<file path="config.mk">
export PLATFORM = sky130hd
export DESIGN_NAME = fp_wb_arbiter
export DESIGN_NICKNAME = d
export VERILOG_FILES = /design/src/rtl/fp_pkg.sv /design/src/rtl/fp_wb_check.sv /design/src/rtl/fp_wb_arbiter.sv
export SDC_FILE = /design/constraint.sdc
export NUM_CORES = 1
export LEC_CHECK = 0
export CAP_MARGIN = 0
export CORE_UTILIZATION = 24
export CTS_CLUSTER_DIAMETER = 60
export DETAILED_ROUTE_END_ITERATION = 7
export DONT_BUFFER_PORTS = 1
export PLACE_DENSITY = 0.46
export SYNTH_ARGS = -nofsm -noshare
export SYNTH_HDL_FRONTEND = slang
export SYNTH_HIERARCHICAL = 1
export SYNTH_SLANG_ARGS = --single-unit
</file>
<file path="constraint.sdc">
create_clock -name clk -period 3.66 [get_ports clk]
set_input_delay 0.732 -clock clk [delete_from_list [all_inputs] [get_ports clk]]
set_output_delay 0.732 -clock clk [all_outputs]
set_load 0.02 [all_outputs]
</file>
<file path="src/rtl/fp_pkg.sv">
// Shared definitions for the FP writeback arbiter: formats, error codes
// and the arbiter priority state.
package fp_pkg;

    localparam logic [4:0] FMT_S = 5'h10;
    localparam logic [4:0] FMT_D = 5'h11;

    localparam logic [1:0] ERR_NONE = 2'b00;
    localparam logic [1:0] ERR_FMT  = 2'b01;
    localparam logic [1:0] ERR_ODD  = 2'b10;
    localparam logic [1:0] ERR_R31  = 2'b11;

    typedef enum logic {
        PRI_A = 1'b0,
        PRI_B = 1'b1
    } arb_state_e;

endpackage

</file>
<file path="src/rtl/fp_wb_check.sv">
// Format/destination validation of the winning writeback transfer.
// drop = discard with error; suppress = silently skip (reg 0 is read-only).
module fp_wb_check
    import fp_pkg::*;
#(
    parameter int REG_AW = 5
) (
    input  logic [4:0]        i_fmt,
    input  logic [REG_AW-1:0] i_reg,
    output logic              o_drop,
    output logic              o_suppress,
    output logic [1:0]        o_err_code
);

    always_comb begin
        o_drop     = 1'b0;
        o_suppress = 1'b0;
        o_err_code = ERR_NONE;
        if (i_fmt != FMT_S && i_fmt != FMT_D) begin
            o_drop     = 1'b1;
            o_err_code = ERR_FMT;
        end else if (i_fmt == FMT_D && i_reg == '1) begin
            // last register cannot hold a pair; reported ahead of odd-dest
            o_drop     = 1'b1;
            o_err_code = ERR_R31;
        end else if (i_fmt == FMT_D && i_reg[0]) begin
            o_drop     = 1'b1;
            o_err_code = ERR_ODD;
        end else if (i_reg == '0) begin
            o_suppress = 1'b1;
        end
    end

endmodule

</file>
<file path="src/rtl/fp_wb_arbiter.sv">
// FP regfile write-port arbiter: A-priority with a starvation guard for B.
// Optional same-cycle forwarding port enabled by FP_WB_FWD_EN.
module fp_wb_arbiter
    import fp_pkg::*;
#(
    parameter int STARVE_LIMIT = 3,
    parameter int DATA_W       = 64,
    parameter int REG_AW       = 5
) (
    input  logic              clk,
    input  logic              rst_n,
    input  logic              a_valid,
    output logic              a_ready,
    input  logic [REG_AW-1:0] a_reg,
    input  logic [4:0]        a_fmt,
    input  logic [DATA_W-1:0] a_data,
    input  logic              b_valid,
    output logic              b_ready,
    input  logic [REG_AW-1:0] b_reg,
    input  logic [4:0]        b_fmt,
    input  logic [DATA_W-1:0] b_data,
    output logic              wr_en,
    output logic [REG_AW-1:0] wr_reg,
    output logic [4:0]        wr_fmt,
    output logic [DATA_W-1:0] wr_data,
    output logic              err_pulse,
    output logic [1:0]        err_code
`ifdef FP_WB_FWD_EN
    ,
    output logic              fwd_valid,
    output logic [REG_AW-1:0] fwd_reg,
    output logic              fwd_dbl,
    output logic [DATA_W-1:0] fwd_data
`endif
);

    localparam int CW = $clog2(STARVE_LIMIT + 1);
    localparam logic [CW-1:0] CNT_MAX = CW'(STARVE_LIMIT);

    arb_state_e        r_state;
    arb_state_e        w_state_nxt;
    logic [CW-1:0]     r_cnt;
    logic [CW-1:0]     w_cnt_nxt;
    logic              w_gnt_a;
    logic              w_gnt_b;
    logic              w_xfer;
    logic [REG_AW-1:0] w_reg;
    logic [4:0]        w_fmt;
    logic [DATA_W-1:0] w_raw;
    logic [DATA_W-1:0] w_data;
    logic              w_drop;
    logic              w_suppress;
    logic [1:0]        w_err;
    logic              w_we;

    logic              r_wr_en;
    logic [REG_AW-1:0] r_wr_reg;
    logic [4:0]        r_wr_fmt;
    logic [DATA_W-1:0] r_wr_data;
    logic              r_err_pulse;
    logic [1:0]        r_err_code;

    always_comb begin
        w_gnt_a = 1'b0;
        w_gnt_b = 1'b0;
        if (r_state == PRI_B) begin
            w_gnt_b = b_valid;
            w_gnt_a = a_valid & ~b_valid;
        end else begin
            w_gnt_a = a_valid;
            w_gnt_b = b_valid & ~a_valid;
        end
    end

    assign a_ready = w_gnt_a;
    assign b_ready = w_gnt_b;
    assign w_xfer  = w_gnt_a | w_gnt_b;
    assign w_reg   = w_gnt_b ? b_reg  : a_reg;
    assign w_fmt   = w_gnt_b ? b_fmt  : a_fmt;
    assign w_raw   = w_gnt_b ? b_data : a_data;
    assign w_data  = (w_fmt == FMT_S) ?
                     {{(DATA_W-32){1'b0}}, w_raw[31:0]} : w_raw;

    fp_wb_check #(.REG_AW(REG_AW)) u_check (
        .i_fmt      (w_fmt),
        .i_reg      (w_reg),
        .o_drop     (w_drop),
        .o_suppress (w_suppress),
        .o_err_code (w_err)
    );

    assign w_we = w_xfer & ~w_drop & ~w_suppress;

    always_comb begin
        w_state_nxt = r_state;
        w_cnt_nxt   = '0;
        unique case (r_state)
            PRI_A: begin
                if (b_valid && w_gnt_a)
                    w_cnt_nxt = (r_cnt == CNT_MAX) ? r_cnt : r_cnt + 1'b1;
                if (b_valid && w_cnt_nxt == CNT_MAX)
                    w_state_nxt = PRI_B;
            end
            PRI_B: begin
                // B is either granted now or has withdrawn: both end PRI_B
                w_state_nxt = PRI_A;
            end
        endcase
    end

    always_ff @(posedge clk or negedge rst_n) begin
        if (!rst_n) begin
            r_state     <= PRI_A;
            r_cnt       <= '0;
            r_wr_en     <= 1'b0;
            r_wr_reg    <= '0;
            r_wr_fmt    <= '0;
            r_wr_data   <= '0;
            r_err_pulse <= 1'b0;
            r_err_code  <= ERR_NONE;
        end else begin
            r_state     <= w_state_nxt;
            r_cnt       <= w_cnt_nxt;
            r_wr_en     <= w_we;
            r_err_pulse <= w_xfer & w_drop;
            if (w_we) begin
                r_wr_reg  <= w_reg;
                r_wr_fmt  <= w_fmt;
                r_wr_data <= w_data;
            end
            if (w_xfer && w_drop)
                r_err_code <= w_err;
        end
    end

    assign wr_en     = r_wr_en;
    assign wr_reg    = r_wr_reg;
    assign wr_fmt    = r_wr_fmt;
    assign wr_data   = r_wr_data;
    assign err_pulse = r_err_pulse;
    assign err_code  = r_err_code;

`ifdef FP_WB_FWD_EN
    assign fwd_valid = w_we;
    assign fwd_reg   = w_reg;
    assign fwd_dbl   = (w_fmt == FMT_D);
    assign fwd_data  = w_data;
`endif

endmodule

</file>
### Yosys cells after proc, flatten, opt, wreduce, memory -nomap -nowiden

Index checks and enable logic that the tools add are counted.

* add/subtract/negate cells: 1
* equality and inequality tests: 7
* muxes and demuxes: 22
* bitwise logic cells: 11
* reductions and logical operators: 7

Operator list (number)
* $mux W64: 2
* $eq A5 B5 Y1 const B: 3
* $mux W2: 7
* $mux W1: 10
* $mux W5: 2
* $ne A5 B5 Y1 const B: 2
* $logic_and A1 B1 Y1: 6
* $and A1 B1 Y1: 5
* $logic_not A5 Y1: 1
* $not A1 Y1: 5
* $eq A2 B2 Y1 const B: 2
* $add A2 B1 Y2 const B: 1
* $pmux W1 S2: 1
* $or A1 B1 Y1: 1

* flip-flop bits (word level): 81
* input bits: 152
* logic and storage cells: 56

### Depth between registers and ports, before layout

* depth after elaboration: 12
* mapped depth: 12
* depth with buffers taken out: 9

### By module

Netlist, hierarchy kept.

Modules (own cells, without submodules)
* fp_wb_arbiter: times used 1, cells each 389, area an instance 4115.2 um^2
* fp_wb_check: times used 1, cells each 8, area an instance 66.3 um^2

### Worst setup path after synthesis

OpenSTA, ideal clock, no wires.

* path type: in2reg
* start point: input port a_valid
* end point: register r_wr_fmt[1] (netlist: wr_fmt[1])
* arrival time: 2962 ps
* required time: 3535 ps
* slack: 573 ps
* stages on the path: 11
* buffers on the path: 3
* path through: nand2b_2 nand2_1 buf_4 mux2_4 nor4b_4 nand2_1 or3_1 buf_4 clkinv_2 buf_6 mux2_2

* word-level cells in the longest chain between the ends: 12

RTL lines
* start, declared: RTL line fp_wb_arbiter.sv:12 `input logic a_valid,`
* $not A1 Y1 (*): RTL line fp_wb_arbiter.sv:71 `w_gnt_b = b_valid & ~a_valid;`
* $and A1 B1 Y1 (*): RTL line fp_wb_arbiter.sv:71
* $mux W1 (*): RTL line fp_wb_arbiter.sv:66 `if (r_state == PRI_B) begin`
* $mux W5 (*): RTL line fp_wb_arbiter.sv:79 `assign w_fmt = w_gnt_b ? b_fmt : a_fmt;`
* via w_fmt[1]: RTL line fp_wb_arbiter.sv:48 `logic [4:0] w_fmt;`
* $eq A5 B5 Y1: RTL line fp_wb_check.sv:22, fp_wb_check.sv:26
* $logic_and A1 B1 Y1: RTL line fp_wb_check.sv:26 `end else if (i_fmt == FMT_D && i_reg[0]) begin`
* $mux W1: RTL line fp_wb_check.sv:26
* $mux W1: RTL line fp_wb_check.sv:22 `end else if (i_fmt == FMT_D && i_reg == '1) begin`
* $mux W1 (*): RTL line fp_wb_check.sv:19 `if (i_fmt != FMT_S && i_fmt != FMT_D) begin`
* via w_drop: RTL line fp_wb_arbiter.sv:51 `logic w_drop;`
* $not A1 Y1 (*): RTL line fp_wb_arbiter.sv:92 `assign w_we = w_xfer & ~w_drop & ~w_suppress;`
* $and A1 B1 Y1 (*) (2 in series): RTL line fp_wb_arbiter.sv:92
* end signal, assigned: RTL line fp_wb_arbiter.sv:128 `r_wr_fmt <= w_fmt;`
* end, declared: RTL line fp_wb_arbiter.sv:58 `logic [4:0] r_wr_fmt;`

Mark *: on every way through the listed nets, which the timed path passes. The rest lies on a longest branch.
A chain may end at the register's enable or synchronous reset.

### Final worst setup path

* start point: register r_state
* end point: register r_wr_fmt[2] (netlist: wr_fmt[2])

* word-level cells in the longest chain between the ends: 10

RTL lines
* start, declared: RTL line fp_wb_arbiter.sv:40 `arb_state_e r_state;`
* start signal, assigned: RTL line fp_wb_arbiter.sv:122 `r_state <= w_state_nxt;`
* $mux W1 (*): RTL line fp_wb_arbiter.sv:66
* $mux W5 (*): RTL line fp_wb_arbiter.sv:79
* via w_fmt[1]: RTL line fp_wb_arbiter.sv:48
* $eq A5 B5 Y1: RTL line fp_wb_check.sv:22, fp_wb_check.sv:26
* $logic_and A1 B1 Y1: RTL line fp_wb_check.sv:26
* $mux W1: RTL line fp_wb_check.sv:26
* $mux W1: RTL line fp_wb_check.sv:22
* $mux W1 (*): RTL line fp_wb_check.sv:19
* via w_drop: RTL line fp_wb_arbiter.sv:51
* $not A1 Y1 (*): RTL line fp_wb_arbiter.sv:92
* $and A1 B1 Y1 (*) (2 in series): RTL line fp_wb_arbiter.sv:92

Marked as above.

==> results.sh <==
export IMPL_run_status="finished, final reports clean"
export IMPL_post_cts_buffers=0
export IMPL_tightest_slew_ns=0.693
export IMPL_cp_required_ns=3.89
export IMPL_place_congestion=0.757
export IMPL_syn_area_sq_mm=0.00418
export IMPL_cp_arrival_ns=3.15
export IMPL_crit_fanout=17
export IMPL_hold_violations=0
export IMPL_grt_pass1_wl_microns=17200
export IMPL_slew_headroom_pct=53.4
export IMPL_setup_viol=0
export IMPL_syn_nets=549
export IMPL_finalCritPeriodShare_pct=79.9
export IMPL_cts_root_buf="clkbuf_16"
export IMPL_clock_sinks=81
export IMPL_die_h_microns=134
export IMPL_die_area_sq_mm=0.0180
export IMPL_cts_tree="done"
export IMPL_grt_max_degree=82
export IMPL_rows=47
export IMPL_cts_hold_buf=0
export IMPL_clk_pin_slew_ns=0.06
export IMPL_fmaxAchievable_mhz=342
export IMPL_ir_worst_vdd_mv=0.223
export IMPL_hpwl_microns=8290
export IMPL_vias=2988
export IMPL_fin_tns_setup_ns=0
export IMPL_slowest_stage="or3_4"
export IMPL_dr_pass1_iters=4
export IMPL_crit_type="flip-flop to flip-flop"
export IMPL_min_period_ns=2.92
export IMPL_finClkSkew_ns=0.00551
export IMPL_slew_violations=0
export IMPL_comb_power_share_pct=13.4
export IMPL_final_core_util_pct=27.4
export IMPL_die_w_microns=134
export IMPL_swShare_pct=37.8
export IMPL_cts_made_buffers=9
export IMPL_drv_cap=0
export IMPL_worstSkewPairLatency_ns=0.34
export IMPL_ys_ff_latch=81
export IMPL_post_drt_wl_per_cell_microns=19.0
export IMPL_synth_cells=397
export IMPL_fin_hold_ws_ns=0.0778
export IMPL_grt_remaining_overflow=0
export IMPL_p_int_mw=1.95
export IMPL_seq_area_frac_synth_pct=48.5
export IMPL_synth_distinct_cells=35
export IMPL_cts_max_level=3
export IMPL_largest_reg_flops=64
export IMPL_postRouteAntennaNets=0
export IMPL_worst_setup_path_start_kind="flip-flop"
export IMPL_power_leakage_nw=2.07
export IMPL_grt_util_all_layers_pct=12.8
export IMPL_endpoint_kind="flip-flop"
export IMPL_power_frac_clock_pct=29.2
export IMPL_clk_path_buf_depth=2
export IMPL_p_sw_mw=1.19
export IMPL_yosys_warnings=6
export IMPL_core_area_sq_mm=0.0168
export IMPL_io_buffers=0
export IMPL_nNetsFinal=533
export IMPL_drive_gt1_share_pct=15.3
export IMPL_rsz0062_at_grt="no"
export IMPL_areaGrowthSynthToFinish_pct=10.4
export IMPL_initial_core_util_pct=24.9
export IMPL_crit_chain="nand2b_2 > nand2_4 > mux2_4 > nor4b_4 > nand2_1 > or3_4 > clkinv_2 > buf_4 > mux2_2"
export IMPL_cts_resized=0
export IMPL_ff2ff_setup_slack_ns=0.74
export IMPL_via_per_inst=4.93
export IMPL_avgSynthCellArea_sq_um=10.5
export IMPL_drcViolationCount=0
export IMPL_drt_iter0_drc=91
export IMPL_first_global_vias=2941
export IMPL_diodes=0
export IMPL_io_pins=232
export IMPL_hold_class="input port to async pin"
export IMPL_critPathMaxStageDelay_ns=0.44
export IMPL_seqPwrFrac_pct=57.5
export IMPL_routed_wl_microns=11500
export IMPL_power_density_mw_per_mm2=680
export IMPL_antenna_found_initial=0
[per-stage QoR]
step | total power [mW] | setup slack, ns | area, sq um | std cells
6_report | 3.14 | 0.737 | 4620 | 606
5_1_grt | 3.32 | 0.532 | 4620 | 606
4_1_cts | 3.19 | 0.715 | 4620 | 606
3_5_place_dp | 2.26 | 0.516 | 4330 | 590
3_3_place_gp | 2.24 | 0.597 | 4330 | 590
2_1_floorplan | 2.10 | 0.573 | 4180 | 397
[cell type report]
class,count,area (sq um)
Clock buffer,13,250
Timing Repair Buffer,9,67.6
Clock inverter,3,40.0
Fill cell,1812,12200
Sequential cell,81,2030
Inverter,5,20.0
Tap cell,220,275
Multi-Input combinational cell,275,1940
[cell usage after synthesis]
master | n | area (sq um)
clkinv_2 | 1 | 5.00
or4_4 | 1 | 11.3
o21ai_0 | 2 | 10.0
nand4_1 | 1 | 6.26
o21ai_1 | 34 | 170
nor2_1 | 37 | 139
buf_6 | 6 | 67.6
inv_2 | 1 | 3.75
a21o_1 | 1 | 7.51
mux2_2 | 13 | 146
a211oi_2 | 6 | 75.1
mux2i_1 | 32 | 320
and4b_1 | 1 | 10.0
inv_1 | 3 | 11.3
nor2b_1 | 1 | 6.26
a21boi_0 | 1 | 7.51
nor4b_4 | 1 | 23.8
and2b_1 | 1 | 7.51
a211oi_1 | 58 | 435
a21oi_1 | 1 | 5.00
a221oi_2 | 1 | 15.0
nor4_1 | 1 | 6.26
nand2b_2 | 1 | 8.76
nand4b_1 | 1 | 8.76
nand2_1 | 36 | 135
buf_4 | 9 | 67.6
and3_2 | 1 | 7.51
buf_1 | 2 | 7.51
mux2_4 | 8 | 120
dfrtp_1 | 81 | 2030
buf_2 | 7 | 35.0
and3_1 | 33 | 206
a21oi_4 | 1 | 16.3
clkbuf_1 | 12 | 45.0
or3_1 | 1 | 6.26
[cell usage in the layout, fill, tap and decap left out, drive strengths merged]
master  synthesis  routed
dfrtp          81      81
a211oi         64      64
nor2           37      37
nand2          36      36
o21ai          36      36
and3           34      34
mux2i          32      32
mux2           21      21
clkbuf         12      13
buf            24       9
inv             4       4
clkinv          1       3
a21oi           2       2
nand2b          1       1
a21o            1       1
a21boi          1       1
and2b           1       1
or3             1       1
nand4b          1       1
nor2b           1       1
a221oi          1       1
or4             1       1
bufinv          0       1
nand4           1       1
nor4b           1       1
nor4            1       1
and4b           1       1
[worst max-delay path, delay by kind of cell, from the launching register on]
kind | cells | cell delay, ns
buf+inv | 2 | 0.39
flops | 1 | 0.40
mux | 2 | 0.71
simple gates | 5 | 1.30
[logic make-up after synthesis]
group,after synthesis,share of synthesized area (%)
mux,53,14.0
compound gates,105,17.7
flops,81,48.5
buf+inv,41,5.80
simple gates,117,13.9
[final timing paths]
path | cells after the start | end | start
max in group asynchronous | 0 | wr_data[30] | rst_n
hold reg to reg | 1 | r_cnt[0] | r_cnt[0]
setup reg to reg | 9 | wr_fmt[2] | r_state
setup / recovery | 9 | wr_fmt[2] | r_state
hold / removal | 0 | wr_data[43] | rst_n
min in group clk | 1 | r_cnt[0] | r_cnt[0]
[power groups by stage]
stage | Combinational [mW] | Clock, mW | Sequential [mW]
2_1_floorplan | 0.375 | 0 | 1.73
3_3_place_gp | 0.410 | 0 | 1.83
3_5_place_dp | 0.429 | 0 | 1.83
4_1_cts | 0.428 | 0.951 | 1.81
5_1_grt | 0.485 | 0.992 | 1.84
6_report | 0.420 | 0.915 | 1.80
[routing by layer]
| layer | global-route usage (%) | routed length (microns) |
|---|---|---|
| met1 | 14.7 | 4730 |
| met2 | 21.4 | 5710 |
| met3 | 4.01 | 819 |
| met4 | 6.50 | 257 |
| met5 | 0 | 0 |
Note: power is estimated with default switching activity, not from simulation.
